==> src/rtl/hsaf_pkg.sv <==
// Shared types and constants for the spline adaptive filter coefficient reader.
// HSAF_COEF_CHKSUM_EN adds the trailing checksum state to the dump FSM.
package hsaf_pkg;

    localparam logic [7:0] HDR_MAGIC = 8'hA5;
    localparam int         SEQ_W     = 8;

    typedef enum logic [2:0] {
        IDLE,
        CAPTURE,
        HEADER,
        LIN,
        QA,
        QD
`ifdef HSAF_COEF_CHKSUM_EN
        ,
        CSUM
`endif
    } state_t;

endpackage

==> src/rtl/hsaf_stream_out.sv <==
// Output register of the coefficient dump stream. Owns m_valid/m_data/m_last.
// A bypass load presents the q-table read data directly in its first valid
// cycle and captures it, so the word is held while backpressured.
module hsaf_stream_out #(
    parameter int WIDTH = 16
) (
    input  logic             clk,
    input  logic             reset,
    input  logic             load,
    input  logic             ld_byp,
    input  logic [WIDTH-1:0] ld_data,
    input  logic             ld_last,
    input  logic [WIDTH-1:0] byp_data,
    input  logic             m_ready,
    output logic [WIDTH-1:0] m_data,
    output logic             m_valid,
    output logic             m_last
);

    logic [WIDTH-1:0] data_q, data_d;
    logic             valid_q, valid_d;
    logic             last_q, last_d;
    logic             byp_q, byp_d;

    // Register next-state: capture bypass data, retire on transfer, then load.
    always_comb begin
        data_d  = data_q;
        valid_d = valid_q;
        last_d  = last_q;
        byp_d   = byp_q;
        if (valid_q && byp_q) begin
            data_d = byp_data;
            byp_d  = 1'b0;
        end
        if (valid_q && m_ready) begin
            valid_d = 1'b0;
            last_d  = 1'b0;
        end
        if (load) begin
            data_d  = ld_data;
            valid_d = 1'b1;
            last_d  = ld_last;
            byp_d   = ld_byp;
        end
    end

    // Output register state.
    always_ff @(posedge clk) begin
        if (!reset) begin
            data_q  <= '0;
            valid_q <= 1'b0;
            last_q  <= 1'b0;
            byp_q   <= 1'b0;
        end else begin
            data_q  <= data_d;
            valid_q <= valid_d;
            last_q  <= last_d;
            byp_q   <= byp_d;
        end
    end

    assign m_data  = byp_q ? byp_data : data_q;
    assign m_valid = valid_q;
    assign m_last  = last_q;

endmodule

==> src/rtl/hsaf_coef_reader.sv <==
// Coefficient dump engine: snapshots the linear FIR weights, walks the q-weight
// table and streams header / weights / q-points (/ checksum) as one frame while
// holding weight updates via freeze.
// HSAF_COEF_CHKSUM_EN: append a wrap-around checksum word as the final word.
module hsaf_coef_reader
    import hsaf_pkg::*;
#(
    parameter int L_ORD = 32,
    parameter int Q     = 13,
    parameter int WIDTH = 16,
    parameter int QA_W  = $clog2(Q)
) (
    input  logic               clk,
    input  logic               reset,
    input  logic               start,
    output logic               busy,
    output logic               freeze,
    input  logic [L_ORD*WIDTH-1:0] lin_w,
    output logic               q_rd,
    output logic [QA_W-1:0]    q_addr,
    input  logic [WIDTH-1:0]   q_rdata,
    output logic [WIDTH-1:0]   m_data,
    output logic               m_valid,
    input  logic               m_ready,
    output logic               m_last
);

    localparam int LI_W = (L_ORD > 1) ? $clog2(L_ORD) : 1;

    state_t           state_q, state_d;
    logic [LI_W-1:0]  i_q, i_d;
    logic [QA_W-1:0]  k_q, k_d;
    logic [SEQ_W-1:0] seq_q, seq_d;
    logic             freeze_q, freeze_d;
    logic [WIDTH-1:0] snap_q [L_ORD];
    logic [WIDTH-1:0] snap_d [L_ORD];
`ifdef HSAF_COEF_CHKSUM_EN
    logic [WIDTH-1:0] csum_q, csum_d;
`endif

    logic             xfer, lin_end, q_end, frame_done;
    logic             so_load, so_byp, so_last;
    logic [WIDTH-1:0] so_data;

    assign xfer    = m_valid & m_ready;
    assign lin_end = (i_q == LI_W'(L_ORD - 1));
    assign q_end   = (k_q == QA_W'(Q - 1));
`ifdef HSAF_COEF_CHKSUM_EN
    assign frame_done = (state_q == CSUM) && xfer;
`else
    assign frame_done = (state_q == QD) && q_end && xfer;
`endif

    // State register.
    always_ff @(posedge clk) begin
        if (!reset) state_q <= IDLE;
        else        state_q <= state_d;
    end

    // Next-state: LIN streams back-to-back, q words alternate read / present.
    always_comb begin
        state_d = state_q;
        unique case (state_q)
            IDLE:    if (start) state_d = CAPTURE;
            CAPTURE: state_d = HEADER;
            HEADER:  if (xfer) state_d = LIN;
            LIN:     if (xfer && lin_end) state_d = QA;
            QA:      state_d = QD;
            QD: begin
                if (xfer) begin
`ifdef HSAF_COEF_CHKSUM_EN
                    state_d = q_end ? CSUM : QA;
`else
                    state_d = q_end ? IDLE : QA;
`endif
                end
            end
`ifdef HSAF_COEF_CHKSUM_EN
            CSUM:    if (xfer) state_d = IDLE;
`endif
            default: state_d = IDLE;
        endcase
    end

    // FSM outputs: q-table strobe and the next word loaded into the stream register.
    always_comb begin
        q_rd    = 1'b0;
        so_load = 1'b0;
        so_byp  = 1'b0;
        so_last = 1'b0;
        so_data = '0;
        unique case (state_q)
            CAPTURE: begin
                so_load = 1'b1;
                so_data = WIDTH'({HDR_MAGIC, seq_q});
            end
            HEADER: begin
                so_load = xfer;
                so_data = snap_q[0];
            end
            LIN: begin
                so_load = xfer && !lin_end;
                so_data = snap_q[i_q + LI_W'(1)];
            end
            QA: begin
                q_rd    = 1'b1;
                so_load = 1'b1;
                so_byp  = 1'b1;
`ifndef HSAF_COEF_CHKSUM_EN
                so_last = q_end;
`endif
            end
`ifdef HSAF_COEF_CHKSUM_EN
            CSUM: begin
                so_load = !m_valid;
                so_last = 1'b1;
                so_data = csum_q;
            end
`endif
            default: ;
        endcase
    end

    // Datapath next-state: snapshot, indices, freeze, checksum and frame counter.
    always_comb begin
        i_d      = i_q;
        k_d      = k_q;
        seq_d    = seq_q;
        freeze_d = freeze_q;
`ifdef HSAF_COEF_CHKSUM_EN
        csum_d   = csum_q;
`endif
        for (int j = 0; j < L_ORD; j++) begin
            snap_d[j] = (state_q == CAPTURE) ? lin_w[WIDTH*j +: WIDTH] : snap_q[j];
        end
        unique case (state_q)
            CAPTURE: begin
                freeze_d = 1'b1;
                i_d      = '0;
                k_d      = '0;
`ifdef HSAF_COEF_CHKSUM_EN
                csum_d   = '0;
`endif
            end
            LIN: begin
                if (xfer) begin
                    if (!lin_end) i_d = i_q + LI_W'(1);
`ifdef HSAF_COEF_CHKSUM_EN
                    csum_d = csum_q + m_data;
`endif
                end
            end
            QD: begin
                // Last q word is in the output register: updates may resume.
                if (q_end) freeze_d = 1'b0;
                if (xfer) begin
                    if (!q_end) k_d = k_q + QA_W'(1);
`ifdef HSAF_COEF_CHKSUM_EN
                    csum_d = csum_q + m_data;
`endif
                end
            end
            default: ;
        endcase
        if (frame_done) seq_d = seq_q + SEQ_W'(1);
    end

    // Datapath registers.
    always_ff @(posedge clk) begin
        if (!reset) begin
            i_q      <= '0;
            k_q      <= '0;
            seq_q    <= '0;
            freeze_q <= 1'b0;
`ifdef HSAF_COEF_CHKSUM_EN
            csum_q   <= '0;
`endif
            for (int j = 0; j < L_ORD; j++) snap_q[j] <= '0;
        end else begin
            i_q      <= i_d;
            k_q      <= k_d;
            seq_q    <= seq_d;
            freeze_q <= freeze_d;
`ifdef HSAF_COEF_CHKSUM_EN
            csum_q   <= csum_d;
`endif
            for (int j = 0; j < L_ORD; j++) snap_q[j] <= snap_d[j];
        end
    end

    assign busy   = (state_q != IDLE);
    assign freeze = freeze_q;
    assign q_addr = k_q;

    hsaf_stream_out #(.WIDTH(WIDTH)) u_out (
        .clk      (clk),
        .reset    (reset),
        .load     (so_load),
        .ld_byp   (so_byp),
        .ld_data  (so_data),
        .ld_last  (so_last),
        .byp_data (q_rdata),
        .m_ready  (m_ready),
        .m_data   (m_data),
        .m_valid  (m_valid),
        .m_last   (m_last)
    );

endmodule

==> config.mk <==
export PLATFORM = sky130hd
export DESIGN_NAME = hsaf_coef_reader
export DESIGN_NICKNAME = d
export VERILOG_FILES = /design/src/rtl/hsaf_pkg.sv /design/src/rtl/hsaf_stream_out.sv /design/src/rtl/hsaf_coef_reader.sv
export SDC_FILE = /design/constraint.sdc
export NUM_CORES = 1
export LEC_CHECK = 0
export CELL_PAD_IN_SITES_DETAIL_PLACEMENT = 0
export CELL_PAD_IN_SITES_GLOBAL_PLACEMENT = 1
export CORE_ASPECT_RATIO = 2
export CORE_MARGIN = 8
export CORE_UTILIZATION = 30
export DETAILED_ROUTE_END_ITERATION = 7
export GPL_ROUTABILITY_DRIVEN = 0
export PLACE_DENSITY_LB_ADDON = 0.1
export REMOVE_ABC_BUFFERS = 1
export SYNTH_ARGS = -nofsm -noshare
export SYNTH_HDL_FRONTEND = slang
export SYNTH_SLANG_ARGS = --single-unit
==> constraint.sdc <==
create_clock -name clk -period 40.5 [get_ports clk]
set_input_delay 8.1 -clock clk [delete_from_list [all_inputs] [get_ports clk]]
set_output_delay 8.1 -clock clk [all_outputs]
set_load 0.05 [all_outputs]
Yosys cells after proc, flatten, opt, wreduce, memory -nomap -nowiden. Memories as Yosys holds them, arrays and structs flattened. Cells that the tools add are included.

Memories kept: 1. Bits in writable memories: 512. Output and inout bits: 25. Bits in registers: 40. Bits of input ports: 532.

Add/sub/neg operators: 3. Reduce and logical (&&, ||, !) cells: 19. Bitwise gates (word level): 33. Equal/unequal tests: 16. Multiplexer cells: 92.

Memories: snap_q (depth 32, bits a word 16, rd ports 2, clocked after Yosys merged registers in 0, write ports 32, RTL line hsaf_coef_reader.sv:35) `logic [WIDTH-1:0] snap_q [L_ORD];`.

Operator list (number): 16-bit two-way mux (67); 16-bit case mux with 3 select lines (1); 1-bit OR (32); 3-bit case mux with 6 select lines (1); 2-bit != test, second input constant (8); 3-bit two-way mux (5); 1-bit two-way mux (10); 5-bit two-way mux (2); 5-bit case mux with 2 select lines (1); 8-bit by 1-bit adder with 8-bit output, second input constant (1); 4-bit two-way mux (2); 4-bit case mux with 2 select lines (1); 2-bit nonzero test (4); 3-bit by 2-bit equality test with 1-bit output, second input constant (2); 3-bit equality test, second input constant (2); 1-bit logical AND (6); 3-bit AND reduction (2); 5-bit by 1-bit adder with 5-bit output, second input constant (1); 5-bit equality test, second input constant (1); 4-bit by 1-bit adder with 4-bit output, second input constant (1); 4-bit equality test, second input constant (1); 2-bit AND reduction (2); 4-bit AND reduction (1); 3-bit by 1-bit equality test with 1-bit output, second input constant (1); 8 further kinds (8).

Depth between registers and ports, before layout.
Depth after elaboration: 5. Depth in mapped cells: 10.

Hierarchy. Synthesis repeated with hierarchy kept, for this count alone.

Cell total of the unflattened synthesis: 1768. Area total of the unflattened synthesis: 25451.9 µm².

By module, submodules not included: hsaf_coef_reader (area an instance 24448.4 µm², instances 1, sequential area each 15635.0 µm², cells an instance 1667); hsaf_stream_out (area an instance 1003.5 µm², instances 1, sequential area each 380.4 µm², cells an instance 101).

Worst setup path before layout. Ideal clock, no wire load.

Path type: input port to flip-flop. Start point: in reset. End point: mem snap_q[10][0], enable pin. Path buffers: 2. Path slack: 20.281 ns. Stages on the path: 3. Library setup time: 3.538 ns. Data arrival time: 16.681 ns. Cell sequence: clkbuf_1 clkbuf_1 nand2_1.

RTL lines: start, declared (RTL line hsaf_coef_reader.sv:14) `input logic reset,`; end, declared (RTL line hsaf_coef_reader.sv:35).

Final worst setup path.
Start point: in q_rdata[14]. End point: out m_data[14].

Word-level cells in the longest chain between the ends: 1.

RTL lines: start, declared (RTL line hsaf_coef_reader.sv:21) `input logic [WIDTH-1:0] q_rdata,`; 16-bit two-way mux (RTL line hsaf_stream_out.sv:62) `assign m_data = byp_q ? byp_data : data_q;`; end, declared (RTL line hsaf_coef_reader.sv:22) `output logic [WIDTH-1:0] m_data,`.

Every way passes these cells.

==> impl_metrics.yaml <==
drt:
  via_per_inst: 5.00
  drcViolationCount: 0
  ant_nets: 0
  routed_wl_um: 87500
  wl_per_cell_um: 25.5
  drtPass1Iterations: 5
  drt_iter0_markers: 1291
  vias: 17100
sta:
  fmax_ghz: 0.0565
  rsz0062_at_grt: "false"
  post-route-min-period_ns: 17.69
  fin_worst_skew_ns: 0.0394
  finalHoldViolCount: 0
  worst_pin_slew_ns: 1.26
  setup_viol_count_final: 0
  setup_tns_ns: 0
  setup_ws_ns: 22.81
  period_share_pct: 43.7
  slew_viol_final: 0
  whs_ns: 0.482
  slew_headroom_pct: 15.9
die:
  core-area_um2: 84600
  io_pins: 557
  rows: 151
  chipHeight_um: 429
  dieArea_um2: 95300
  die-width_um: 222
  initial_core_util_pct: 30.2
hold_path:
  hold_start: "u_out.m_last"
  hold_path_class: "reg2reg"
synthesis:
  synth_most_common_cell: "edfxtp_1"
  synthDistinctLibCells: 46
  synth_flop_cell: "edfxtp_1"
  synthCells: 1828
  yosysWarningCount: 0
  synthTopCellsByCount: "496 x edfxtp_1, 276 x and3_1, 234 x and2_1"
  async_flop_share_pct: 0
  yosys.area.top_type: "edfxtp_1"
  syn_area_per_cell_um2: 14.0
  synth-edff-count: 496
  synthTopCellsByArea: "edfxtp_1 58%, mux4_2 11%, and3_1 6.8%"
  synth_seq_cells: 552
  ys_seq_area_share_pct: 62.7
  yosysTopAreaCellShare_pct: 58.3
  netlist_area_um2: 25600
critical_path:
  crit_required_ns: 32.40
  crit_path_start: "q_rdata[14]"
  cp-end-kind: "output port"
  critPathMaxFanout: 3
  cp_slowest_stage_delay_ns: 0.80
  r2r_cells: 5
  crit_chain: "clkdlybuf4s50_1 > mux2_2 > clkdlybuf4s50_1"
  critPathLaunchType: "primary input"
  r2r_slack_ns: 35.57
  crit_path_end: "m_data[14]"
  cp_common_cell: "clkdlybuf4s50_1"
  path_class: "in2out"
  r2r_end: "snap_q[17][6]"
  worstPathArrival_ns: 9.59
  cp_slowest_cell: "clkdlybuf4s50_1"
  r2r-start: "state_q[2]"
global_routing:
  grt-ovfl-total: 0
  grt_max_degree: 261
  grt_pass1_wl_um: 127000
  grt_use_total_pct: 17.8
  grt_pass1_vias: 18600
  antenna_found_initial: 19
clock_network:
  clkTransAtPathRegs_ns: 0.07
  cts-resized-gates: 0
  ctsHoldBuffers: 0
  post-cts-setup-buffers: 0
  numClockSinks: 552
  clock_path_buffers: 3
  clk_latency_ns: 0.62
  cts-buffers-inserted: 53
  cts_tree: "yes"
  h-tree-depth: 2
  clockRootBuffer: "clkbuf_16"
power:
  p_sw_share_pct: 29.1
  p_int_uw: 1250
  vdd_drop_max_mv: 0.0384
  power.switching_uw: 516
  clockPowerShare_pct: 28.9
  p_seq_share_pct: 47.7
  combinationalPowerShare_pct: 23.4
  p_leak_uw: 0.0126
  power_uw: 1770
  powerDensity_nw_per_um2: 52.4
placement:
  port_buffers: 556
  pre_cts_ws_ns: 22.82
  post-dp-hpwl_um: 61400
final_layout:
  finalNetCount: 2843
  final_layout_size_suffix_gt1_share_pct: 10.6
  multi_input_area_um2: 8890
  fillerInstances: 8077
  regArea_um2: 16000
  area_growth_pct: 32.3
  utilization_pct: 39.9
status:
  status: "finished, final reports clean"
job:
  maxCapViolCount: 0
[critical path, delay by kind of cell]
kind	cells	cell delay (ns)
buf+inv	2	1.32
mux	1	0.16
[cells by family after synthesis]
| family | Yosys count | synth area share, % |
|---|---|---|
| adders and majority gates | 5 | 0.245 |
| AOI/OAI and AO/OA | 140 | 3.37 |
| buffers and inverters | 160 | 2.82 |
| DFF | 552 | 62.7 |
| and+or+nand+nor | 792 | 17.4 |
| xor gates and xnor gates | 11 | 0.450 |
| muxes | 168 | 13.0 |
[worst min-delay path by stage]
stage / endpoint / slack (ns) / cells after the start
floorplan: snap_q[0][15] / 0.45 / 2
global placement: u_out.m_last / 0.46 / 2
detailed placement: u_out.m_last / 0.47 / 2
CTS: u_out.m_last / 0.49 / 2
global route: u_out.m_last / 0.52 / 2
finish: u_out.m_last / 0.48 / 2
[flip-flops by register name, summed over array words and instances (netlist names), 3 cells and up]
| register | count |
|---|---|
| u_out.data_q | 16 |
| q_addr | 4 |
| seq_q | 8 |
| snap_q | 512 |
| state_q | 3 |
| i_q | 5 |
[metal layers]
| layer | track usage, % | part of all wire (%) | up-vias | wire [um] |
|---|---|---|---|---|
| met5 | 0 | 0.15 | - | 132 |
| met4 | 5.94 | 2.9 | 20 | 2550 |
| met3 | 5.01 | 7.1 | 118 | 6220 |
| met2 | 30.1 | 49 | 618 | 42800 |
| met1 | 21.8 | 41 | 8520 | 35700 |
| li1 | - | - | 7864 | - |
[layout by cell type, fill, tap and decap left out, types with 11 or more instances in the layout]
cell type and count:
buf_4 22, a22oi_1 13, o21a_1 11, and3_1 276, clkinv_1 11, o21ai_0 27
clkbuf_1 12, edfxtp_1 496, nand4_1 13, mux4_2 120, nor2b_1 12, nor2_1 12
nor3_1 15, clkdlybuf4s50_1 555, a21boi_0 19, nand2_1 168, mux2i_1 24, dfxtp_1 55
nand3_1 41, clkbuf_16 56, mux2_2 16, and2_1 234, a21oi_1 41, o22ai_1 12
[stage by stage]
step                      instance area (um^2)  std cells
after floorplan                          24800       1671
after global placement                   32000       3322
after detailed placement                 32000       3322
after CTS                                33800       3421
after global routing                     33800       3425
final                                    33800       3430
[final cells by class]
| cell class | count | area share, % |
|---|---|---|
| clock inverter | 29 | 0.810 |
| clock buffer | 70 | 4.36 |
| multi-input combinational | 1116 | 26.3 |
| sequential | 552 | 47.4 |
| tap | 1071 | 3.96 |
| antenna | 9 | 0.0666 |
| inverter | 3 | 0.0333 |
| timing repair buffer | 580 | 17.1 |
[power by group through the flow]
stage                     clock (uW)  combinational [uW]  sequential (uW)
final                            513                 414              845
after detailed placement           0                 421              857
after global routing             547                 451              858
after floorplan                    0                 244              908
after global placement             0                 417              850
after CTS                        533                 423              846
No activity file was read; power rests on OpenSTA's default activity.
==> variant (same flow settings) <==
Change the package constant `SEQ_W` from 8 to 9.
--- a/src/rtl/hsaf_pkg.sv
+++ b/src/rtl/hsaf_pkg.sv
@@ -3,7 +3,7 @@
 package hsaf_pkg;
 
     localparam logic [7:0] HDR_MAGIC = 8'hA5;
-    localparam int         SEQ_W     = 8;
+    localparam int         SEQ_W     = 9;
 
     typedef enum logic [2:0] {
         IDLE,
Check against the original RTL: not settled (the Yosys comparison gave no result); the edit may change what the design does.
==> variant against the unedited design <==
Global-route usage up 0.81 points; wire length up 4.4%; design area hardly changed; sequential power about the same; total power grew 1.2%; first-iteration DRC count down 1.7%; sequential cell count is 1 higher; area after synthesis shrank 0.31%; worst setup slack gained 8.1 ps; critical path type unchanged; critical endpoint is now m_data[10]; highest routed layer unchanged.
==> variant: results (changes against the unedited design) <==
| Metric | Value |
|---|---|
| CP delay by family, top | buffers and inverters |
| Overall global routing resource usage | 0.1865 (+0.008076) |
| Run status | finished clean |
| Share of the synthesized area in the top cell type | 0.5847 (+0.001804) |
| Layout Cells excl Fill | 3534 (+3.0%) |
| Port Buf Inserts | 556 (unchanged) |
| Fraction of registers with async set/reset | 0 (unchanged) |
| Initial antenna violation count | 22 (+3) |
| CTS buffer count | 53 (unchanged) |
| Worst-path clk slew | 60 ps |
| Number of flops mapped to enable cells by yosys | 496 (unchanged) |
| Vias in the first global route | 19060 (+2.7%) |
| Avg WL per Cell | 25.83 um (+1.3%) |
| Maximum vdd drop | 67.67 uV (+76%) |
| Crit path DAT | 9580 ps (about the same) |
| CP max stage cell | clkdlybuf4s50_1 |
| Clock Path Buffers | 3 (unchanged) |
| First-pass GRT wire length | 131500 um (+3.5%) |
| Post-synthesis cell count | 1928 (+5.5%) |
| Distinct cells, synth | 53 (+15%) |
| Inst Count DP | 3419 (+2.9%) |
| Share of layout cells above drive strength 1 | 0.1005 (-0.005426) |
| Hpwl dp | 63520 um (+3.5%) |
| Clock Latency Late Sink | 610 ps |
| Vias per cell | 4.977 (-0.40%) |
| DRT Pass-1 Iters | 5 (unchanged) |
| Nets@finish | 2940 (+3.4%) |
| Largest net degree at the start of global routing | 290 (+11%) |
| Pleak | 12.64 nW (+0.56%) |
| Slew headroom | 0.1747 (+0.01542) |
| H-tree Lvls | 2 (unchanged) |
| Synth warn | 0 (unchanged) |
| Max Clock Skew | 16.08 ps (-23.31 ps) |
| DR iter-0 viols | 1269 (-1.7%) |
| Sequential element share of the synthesized area | 0.6295 (+0.002725) |
| Postcts setup bufs | 0 (unchanged) |
| CP max FO | 3 (unchanged) |
| CTS root buf | clkbuf_16 |
| Synth Flop Type | edfxtp_1 |
| Area post-placement | 31990 um2 (-0.16%) |
| Regs by FF count | snap_q (512), u_out.data_q (16), seq_q (9) |
| Hold Path Class | reg2reg |
| Worst stage delay on the critical path | 800 ps (about the same) |
| Cts repair resizes | 0 (unchanged) |
| Top post-synthesis cells by area | edfxtp_1, mux4_2, and3_1 |
| Commonest cells post-synth | edfxtp_1, and3_1, nand2_1, and2_1, clkbuf_1 |
[variant: final timing paths]
check,slack [ps],end,startpoint,cells after the start
min,480,snap_q[0][2],snap_q[0][2],2
max,22820,m_data[10],q_rdata[10],3
min reg2reg,480,snap_q[0][2],snap_q[0][2],2
max reg2reg,35840,snap_q[26][8],state_q[0],5
[variant: cell families (layout without fill, tap and decap cells)]
group	Yosys count	count (layout)	share of synthesized area
AO/OA/AOI/OAI	165	165	0.04101
XOR/XNOR	12	12	0.004863
adder cells (fa/ha/maj)	5	5	0.002456
buffers and inverters	171	690	0.03001
flip-flops	553	553	0.6295
multiplexers	148	148	0.1064
other	0	16	0
AND/OR/NAND/NOR	874	874	0.1858
[variant: worst min-delay path: cells and delay by family (launching register included)]
family | cells | cell delay (ps)
AO/OA/AOI/OAI | 1 | 50
flip-flops | 1 | 330
AND/OR/NAND/NOR | 1 | 60
[variant: final cells by class]
cell class	instances	area, um2
Antenna cell	16	40.04
Inverter	6	22.52
Sequential cell	553	16040
Clock inverter	37	385.4
Clock buffer	62	1403
Tap cell	1071	1340
Timing Repair Buffer	585	5826
Fill cell	8066	50640
Multi-Input combinational cell	1204	8761
[variant: where the power goes]
part | switching (W) | leakage [nW] | internal [W]
clock network | 0.000233 | 0.874 | 0.000294
logic | 0.000252 | 6.08 | 0.000165
registers | 0.0000458 | 5.69 | 0.000802
[variant: layer usage]
layer | global-route usage | wire length (um) | vias up
met5 | 0 | 74 | -
met4 | 0.05361 | 2235 | 12
li1 | - | - | 8154
met1 | 0.2228 | 36690 | 8694
met3 | 0.05530 | 6975 | 106
met2 | 0.3218 | 45310 | 623
[variant: stage by stage]
stage / hold slack, ps / setup slack (ps)
after CTS: 486.2 / 22810
after floorplan: 443.0 / 20750
after global placement: 467.4 / 22840
after detailed placement: 472.4 / 22820
after global routing: 502.9 / 22790
final: 480.8 / 22820
